==> src/rtl/move_event_queue.sv <==
// rtl/move_event_queue.sv - direction pulse encoder feeding a small FWFT move FIFO
module move_event_queue #(
  parameter int DEPTH = 4,
  parameter int CNT_W = 3
) (
  input  logic             clk,
  input  logic             rst_n,
  input  logic             pulse_up,
  input  logic             pulse_down,
  input  logic             pulse_left,
  input  logic             pulse_right,
  output logic             ev_valid,
  output logic [1:0]       ev_dir,
  input  logic             ev_ready,
  output logic [CNT_W-1:0] count,
  output logic             overflow,
  output logic             collision,
  input  logic             clr_flags
);

  localparam int PTR_W = $clog2(DEPTH);

  logic [1:0]       mem [DEPTH];
  logic [PTR_W-1:0] wr_ptr;
  logic [PTR_W-1:0] rd_ptr;
  logic             req;
  logic             multi;
  logic             full;
  logic             pop;
  logic             push;
  logic [1:0]       code;
  logic [2:0]       n_pulses;

  always_comb begin
    req      = pulse_up | pulse_down | pulse_left | pulse_right;
    n_pulses = 3'(pulse_up) + 3'(pulse_down) + 3'(pulse_left) + 3'(pulse_right);
    multi    = (n_pulses >= 3'd2);
    if (pulse_up)        code = 2'd0;
    else if (pulse_down) code = 2'd1;
    else if (pulse_left) code = 2'd2;
    else                 code = 2'd3;
  end

  assign full     = (count == CNT_W'(DEPTH));
  assign ev_valid = (count != '0);
  assign pop      = ev_valid & ev_ready;
  // When full, the pop frees the slot at wr_ptr (== rd_ptr) in the same edge.
  assign push     = req & (~full | pop);
  assign ev_dir   = ev_valid ? mem[rd_ptr] : 2'd0;

  always_ff @(posedge clk) begin
    if (push) mem[wr_ptr] <= code;
  end

  always_ff @(posedge clk or negedge rst_n) begin
    if (!rst_n) begin
      wr_ptr    <= '0;
      rd_ptr    <= '0;
      count     <= '0;
      overflow  <= 1'b0;
      collision <= 1'b0;
    end else begin
      if (push) wr_ptr <= wr_ptr + 1'b1;
      if (pop)  rd_ptr <= rd_ptr + 1'b1;
      case ({push, pop})
        2'b10:   count <= count + 1'b1;
        2'b01:   count <= count - 1'b1;
        default: count <= count;
      endcase
      // A set condition in the same cycle as clr_flags keeps the flag set.
      if (req & full & ~pop) overflow <= 1'b1;
      else if (clr_flags)    overflow <= 1'b0;
      if (multi)             collision <= 1'b1;
      else if (clr_flags)    collision <= 1'b0;
    end
  end

endmodule

==> config.mk <==
export PLATFORM = sky130hd
export DESIGN_NAME = move_event_queue
export DESIGN_NICKNAME = d
export VERILOG_FILES = /design/src/rtl/move_event_queue.sv
export SDC_FILE = /design/constraint.sdc
export NUM_CORES = 1
export LEC_CHECK = 0
export BUFFER_PORTS_ARGS = -buffer_cell sky130_fd_sc_hd__buf_2
export CORE_MARGIN = 3
export CORE_UTILIZATION = 45
export CTS_CLUSTER_SIZE = 25
export DETAILED_ROUTE_END_ITERATION = 10
export PLACE_DENSITY = 0.74
export SYNTH_ARGS = -nofsm -noshare
export SYNTH_HDL_FRONTEND = slang
export SYNTH_SLANG_ARGS = --single-unit
==> constraint.sdc <==
create_clock -name clk -period 3 [get_ports clk]
set_input_delay 0.15 -clock clk [delete_from_list [all_inputs] [get_ports clk]]
set_output_delay 0.15 -clock clk [all_outputs]
set_load 0.005 [all_outputs]
==> impl_metrics.ini, run 1 <==
[placement]
place_ws_ns = 0.9145
dpl.hpwl_um = 1188
io_buffers = 15
dp_cells = 117
place_congestion = 0.7595

[cells_and_area]
fin_cells = 122
multi_input_area_um2 = 414.1
nets = 113
drive_gt1_share_pct = 25.77
area_delta_synth_final_pct = 12.78
fillCellCount = 164
regArea_um2 = 465.4
utilization_pct = 57.64
antennaDiodeCount = 0

[power]
p_per_area_nw_per_um2 = 846.1
p_leak_nw = 0.4659
p_switching_mw = 0.3168
power_frac_comb_pct = 40.8
p_sw_share_pct = 34.96
p_int_mw = 0.5894
pwr-share-clk_pct = 13.5
power_mw = 0.9062
seqPwrFrac_pct = 45.6
irDropWorstVdd_mv = 0.4506

[logic_synthesis]
synth_cell_types = 28
synthSimpleGateAreaFrac_pct = 13.57
synth_seq_cells = 17
synthXorXnorAreaFrac_pct = 5.534
synth-edff-count = 8
postSynthAreaPerCell_um2 = 11.87
synth_top_family_by_area = simple AND/OR/NAND/NOR gates
synth_fa_ha_area_share_pct = 10.80
synthCells = 80
synthMuxAreaShare_pct = 4.743
synth_compound_area_share_pct = 8.959
synth_nets = 95
synthTopCellsByArea = edfxtp_1 (25%), dfrtp_1 (24%), ha_1 (6.6%), xnor2_1 (5.5%), mux4_2 (4.7%)
yosys_warnings = 0
synthArstFlopShare_pct = 52.94
ys_seq_area_share_pct = 49.01
synth-main-ff-cell = dfrtp_1
synth_top_area_share_pct = 25.30
synth_area_um2 = 949.7
yosys.area.top_type = edfxtp_1

[worst_hold_path]
min_from = clr_flags
hold_depth = 2
holdCritPathClass = input pin to register
min_to = overflow$_DFFE_PN0P_

[sta]
rsz0062_at_grt = no
hold_violations = 0
worst_slew_pin_slew_ns = 0.4039
slew_violations = 0
slew_headroom_pct = 72.99
setup_tns_ns = 0
skew_ns = 0.001570
fin_crit_sh_pct = 66.27
finalSetupViolCount = 0
setup_ws_ns = 1.012
min_period_ns = 1.988
max_freq_mhz = 503.0

[worst_setup_path]
r2r-end = count[1]$_DFFE_PN0P_
crit_fanout = 7
worstSetupStartpointType = register
r2r-start = count[0]$_DFFE_PN0P_
arrival_ns = 2.20
required_ns = 3.21
regToRegSetupSlack_ns = 1.01
worstSetupEndpointType = register
crit_type = register to register
r2r_cells = 6

[cts]
cts_setup_buffers = 0
cts_tree = done
clockBufferDepth = 2
cts.reportedPaths.clkPinSlew_ns = 0.10
cts_buffers = 3
htreeDepth = 1
cts_num_sinks = 17
insertion_delay_ns = 0.29
ctsResizeCount = 0
cts-root-buf = clkbuf_4

[floorplanning]
die_h_um = 51.94
core_um2 = 1858
die_area_um2 = 2698
row_count = 15
start_util_pct = 51.11
io_pins = 16
fp.dieW_um = 51.94

[grt]
grt_first_pass_wirelength_um = 2615
grt_pass1_vias = 603
antenna_found_initial = 0
gr-total-overflow = 0
grtUsageTotal_pct = 13.28
grt_max_degree = 13

[outcome]
status = finished, final reports clean

[routing]
vias_per_cell = 5.213
vias = 636
drtIter0Drc = 14
totalWireLength_um = 1544
drt_first_pass_iters = 4
antenna_left = 0
post-route-drc-count = 0
wl_per_cell_um = 12.66

[flow_run]
cap_violations = 0
==> routing by layer <==
layer | global-route usage [%] | vias up | share of wire, % | wire, um
li1 | - | 309 | - | -
met1 | 18.10 | 301 | 47 | 720
met2 | 20.71 | 22 | 45 | 702
met3 | 2.579 | 4 | 6.4 | 99
met4 | 5.240 | 0 | 1.4 | 22
met5 | 0 | - | 0 | 0
==> cell usage in the layout (no fill, tap or decap), drive strengths merged, types with 4 or more instances in the layout <==
cell	netlist	layout
clkbuf	0	4
buf	4	16
edfxtp	8	8
and2	6	6
inv	11	11
xnor2	6	6
nand3	4	4
dfrtp	9	9
ha	5	5
==> cells in the mapped netlist (2+ instances only) <==
cell type / n
a21oi_1: 3
and2_1: 6
buf_2: 2
dfrtp_1: 9
edfxtp_1: 8
fa_1: 2
ha_1: 5
inv_1: 11
mux4_2: 2
nand2_1: 3
nand3_1: 3
nor2_1: 3
o21ai_0: 2
o221ai_1: 2
xnor2_1: 6
==> worst max path at each step <==
stage	startpoint	endpoint	slack, ns	depth (start not counted)
2_1_floorplan	count[2]$_DFFE_PN0P_	count[1]$_DFFE_PN0P_	1.11	8
3_3_place_gp	pulse_down	count[2]$_DFFE_PN0P_	1.00	10
3_5_place_dp	pulse_up	count[2]$_DFFE_PN0P_	0.91	10
4_1_cts	count[0]$_DFFE_PN0P_	count[1]$_DFFE_PN0P_	1.01	6
5_1_grt	count[2]$_DFFE_PN0P_	count[1]$_DFFE_PN0P_	0.87	6
6_report	count[0]$_DFFE_PN0P_	count[1]$_DFFE_PN0P_	1.01	6
==> power groups by stage <==
stage               Clock, mW  Sequential, mW  Combinational [mW]
finish                  0.123           0.413               0.370
global route            0.135           0.428               0.420
CTS                     0.124           0.415               0.376
detailed placement          0           0.421               0.370
global placement            0           0.418               0.359
floorplan                   0           0.403               0.281
==> per-stage QoR <==
step,area [um2],hold WS [ns]
floorplan,949.7,-0.1456
global placement,1035,0.02502
detailed placement,1035,0.02759
CTS,1071,0.07774
global route,1071,0.08308
finish,1071,0.08286
==> worst max-delay path: stages, from the launching register on <==
cell and delay, ns:
dfrtp_1 0.46, or3_1 0.46, nand3_2 0.12, fa_1 0.44, a21oi_1 0.14, o221ai_1 0.13
a22oi_1 0.16
==> timing repair <==
| item | 4_1_cts | 5_1_grt |
|---|---|---|
| hold buffers | 1 | 0 |
| endpoints found under the hold margin | 9 | 0 |
| setup endpoints to repair | 0 | 0 |
==> registers in the layout, summed over array words and instances, names as in the netlist <==
name       count
wr_ptr         2
count          3
mem            8
rd_ptr         2
overflow       1
collision      1
==> logic make-up (layout without fill, tap and decap cells) <==
logic type / Yosys count / after routing
AO/OA/AOI/OAI: 12 / 12
XOR/XNOR: 6 / 6
adder cells (fa/ha/maj): 7 / 7
buffers and inverters: 15 / 32
flip-flops: 17 / 17
multiplexers: 2 / 2
AND/OR/NAND/NOR: 21 / 21
==> area by class of cell <==
class,instances,share of cell area (%)
clock buffer,4,2.453
inverter,11,3.855
multi-input combinational,48,38.67
sequential,17,43.46
tap,25,2.921
timing repair buffer,17,8.645
Power figures use the tool's default switching activity.
==> inputs of run 2 (changes only) <==
- clock period: 3 -> 1.9 ns (I/O delays scaled with it)
==> impl_metrics.ini, run 2 (same netlist as run 1, synthesis figures left out) <==
[outcome]
status = finished, final reports clean

[sta]
finalSetupViolCount = 0
min_period_ns = 1.815
slew_headroom_pct = 75.95
rsz0062_at_grt = no
slew_violations = 0
setup_ws_ns = 0.08507
hold_violations = 0
skew_ns = 0.001929
worst_slew_pin_slew_ns = 0.3607
setup_tns_ns = 0
max_freq_mhz = 551.0
fin_crit_sh_pct = 95.52

[power]
p_sw_share_pct = 34.34
p_switching_mw = 0.5115
power_frac_comb_pct = 45.0
pwr-share-clk_pct = 12.9
p_int_mw = 0.9781
p_leak_nw = 0.4956
p_per_area_nw_per_um2 = 1329
irDropWorstVdd_mv = 0.7888
seqPwrFrac_pct = 42.1

[worst_setup_path]
r2r-end = count[1]$_DFFE_PN0P_
cp_top_family = simple AND/OR/NAND/NOR gates
crit_type = register to register
required_ns = 2.11
crit_fanout = 2
r2r-start = count[1]$_DFFE_PN0P_
worstSetupEndpointType = register
r2r_cells = 6
arrival_ns = 2.02
critPathBufInv = 0
worstSetupStartpointType = register
slowest_delay_ns = 0.43
crit_start = count[1]$_DFFE_PN0P_
regToRegSetupSlack_ns = 0.09
crit_slowest_cell = fa_1
crit_path_cell_trace = or3_4 > nand3_2 > fa_1 > a21oi_1 > o221ai_1 > a22oi_1

[cells_and_area]
top_regs = mem x8, count x3
largest-register = mem
final_common_cell = buf_2
final_cell_mix = buf_2 (15), inv_1 (11), dfrtp_1 (9), edfxtp_1 (8), buf_4 (7)
largest_reg_flops = 8
nets = 119
utilization_pct = 60.34
drive_gt1_share_pct = 31.07
fillCellCount = 151
area_delta_synth_final_pct = 18.05
antennaDiodeCount = 0

[floorplanning]
die_h_um = 51.94
row_count = 15
io_pins = 16
die_area_um2 = 2698
start_util_pct = 51.11
fp.dieW_um = 51.94
core_um2 = 1858

[routing]
vias = 618
totalWireLength_um = 1588
drtIter0Drc = 6
antenna_left = 0
wl_per_cell_um = 12.41
drt_first_pass_iters = 4
vias_per_cell = 4.828
post-route-drc-count = 0

[worst_hold_path]
min_from = clr_flags
holdCritPathClass = input pin to register
min_to = overflow$_DFFE_PN0P_
hold_depth = 2

[flow_run]
cap_violations = 0

[placement]
place_congestion = 0.7705
dpl.hpwl_um = 1254
place_ws_ns = 0.07981
io_buffers = 15

[cts]
cts_buffers = 3
insertion_delay_ns = 0.28
cts_num_sinks = 17
cts-root-buf = clkbuf_4
clockBufferDepth = 2
cts.reportedPaths.clkPinSlew_ns = 0.10
cts_setup_buffers = 0
htreeDepth = 1
cts_tree = done

[grt]
antenna_found_initial = 0
grt_pass1_vias = 604
gr-total-overflow = 0
grtUsageTotal_pct = 13.44
grt_max_degree = 12
grt_first_pass_wirelength_um = 2684
run 2: changes by cell type in the layout (fill, tap and decap cells not counted):
cell	previous run	this run
or3_4	0	1
buf_4	1	7
or3_1	1	0
run 2: per-stage QoR:
stage	hold WS, ns	power [mW]	instance area [um2]	instances
final	0.01943	1.490	1121	128
after global placement	-0.03006	1.269	1080	123
after floorplan	-0.2006	1.079	949.7	80
after CTS	0.02281	1.494	1116	128
after global routing	0.02146	1.608	1121	128
after detailed placement	-0.02496	1.303	1080	123
run 2: per-layer routing:
layer	share of wire (%)	global-route usage, %
met4	0.82	5.240
met3	5.0	2.579
met2	45	20.50
met1	49	18.74
met5	0	0
run 2: cell type report:
class	instances	area, um2	area share [%]
multi-input combinational	48	419.2	37.39
timing repair buffer	23	137.6	12.28
clock buffer	4	26.28	2.344
tap	25	31.28	2.790
sequential	17	465.4	41.52
inverter	11	41.29	3.683
run 2: how the worst max path moves through the flow:
stage | cells past startpoint | to | slack, ns
global route | 6 | count[1]$_DFFE_PN0P_ | 0.02
finish | 6 | count[1]$_DFFE_PN0P_ | 0.09
global placement | 9 | count[2]$_DFFE_PN0P_ | 0.1
detailed placement | 6 | count[1]$_DFFE_PN0P_ | 0.08
floorplan | 8 | count[1]$_DFFE_PN0P_ | 0.01
CTS | 6 | count[1]$_DFFE_PN0P_ | 0.06
run 2: power by group through the flow:
stage	logic, mW	clock network (mW)	registers [mW]
6_report	0.670	0.193	0.627
3_5_place_dp	0.669	0	0.634
4_1_cts	0.671	0.196	0.627
2_1_floorplan	0.443	0	0.636
3_3_place_gp	0.643	0	0.627
5_1_grt	0.752	0.212	0.643
run 2: worst register-to-register path: cells and delay by family, from the launching register on:
| kind | cells | cell delay [ns] |
|---|---|---|
| compound gates | 3 | 0.42 |
| fa+ha+maj | 1 | 0.43 |
| flops | 1 | 0.39 |
| simple gates | 2 | 0.50 |
run 2: repair_timing:
item                                    in CTS  in global routing
hold buffers                                 1                  0
endpoints found under the hold margin        9                  0
endpoints found under the setup margin       0                  1
gates resized for setup                      0                  1
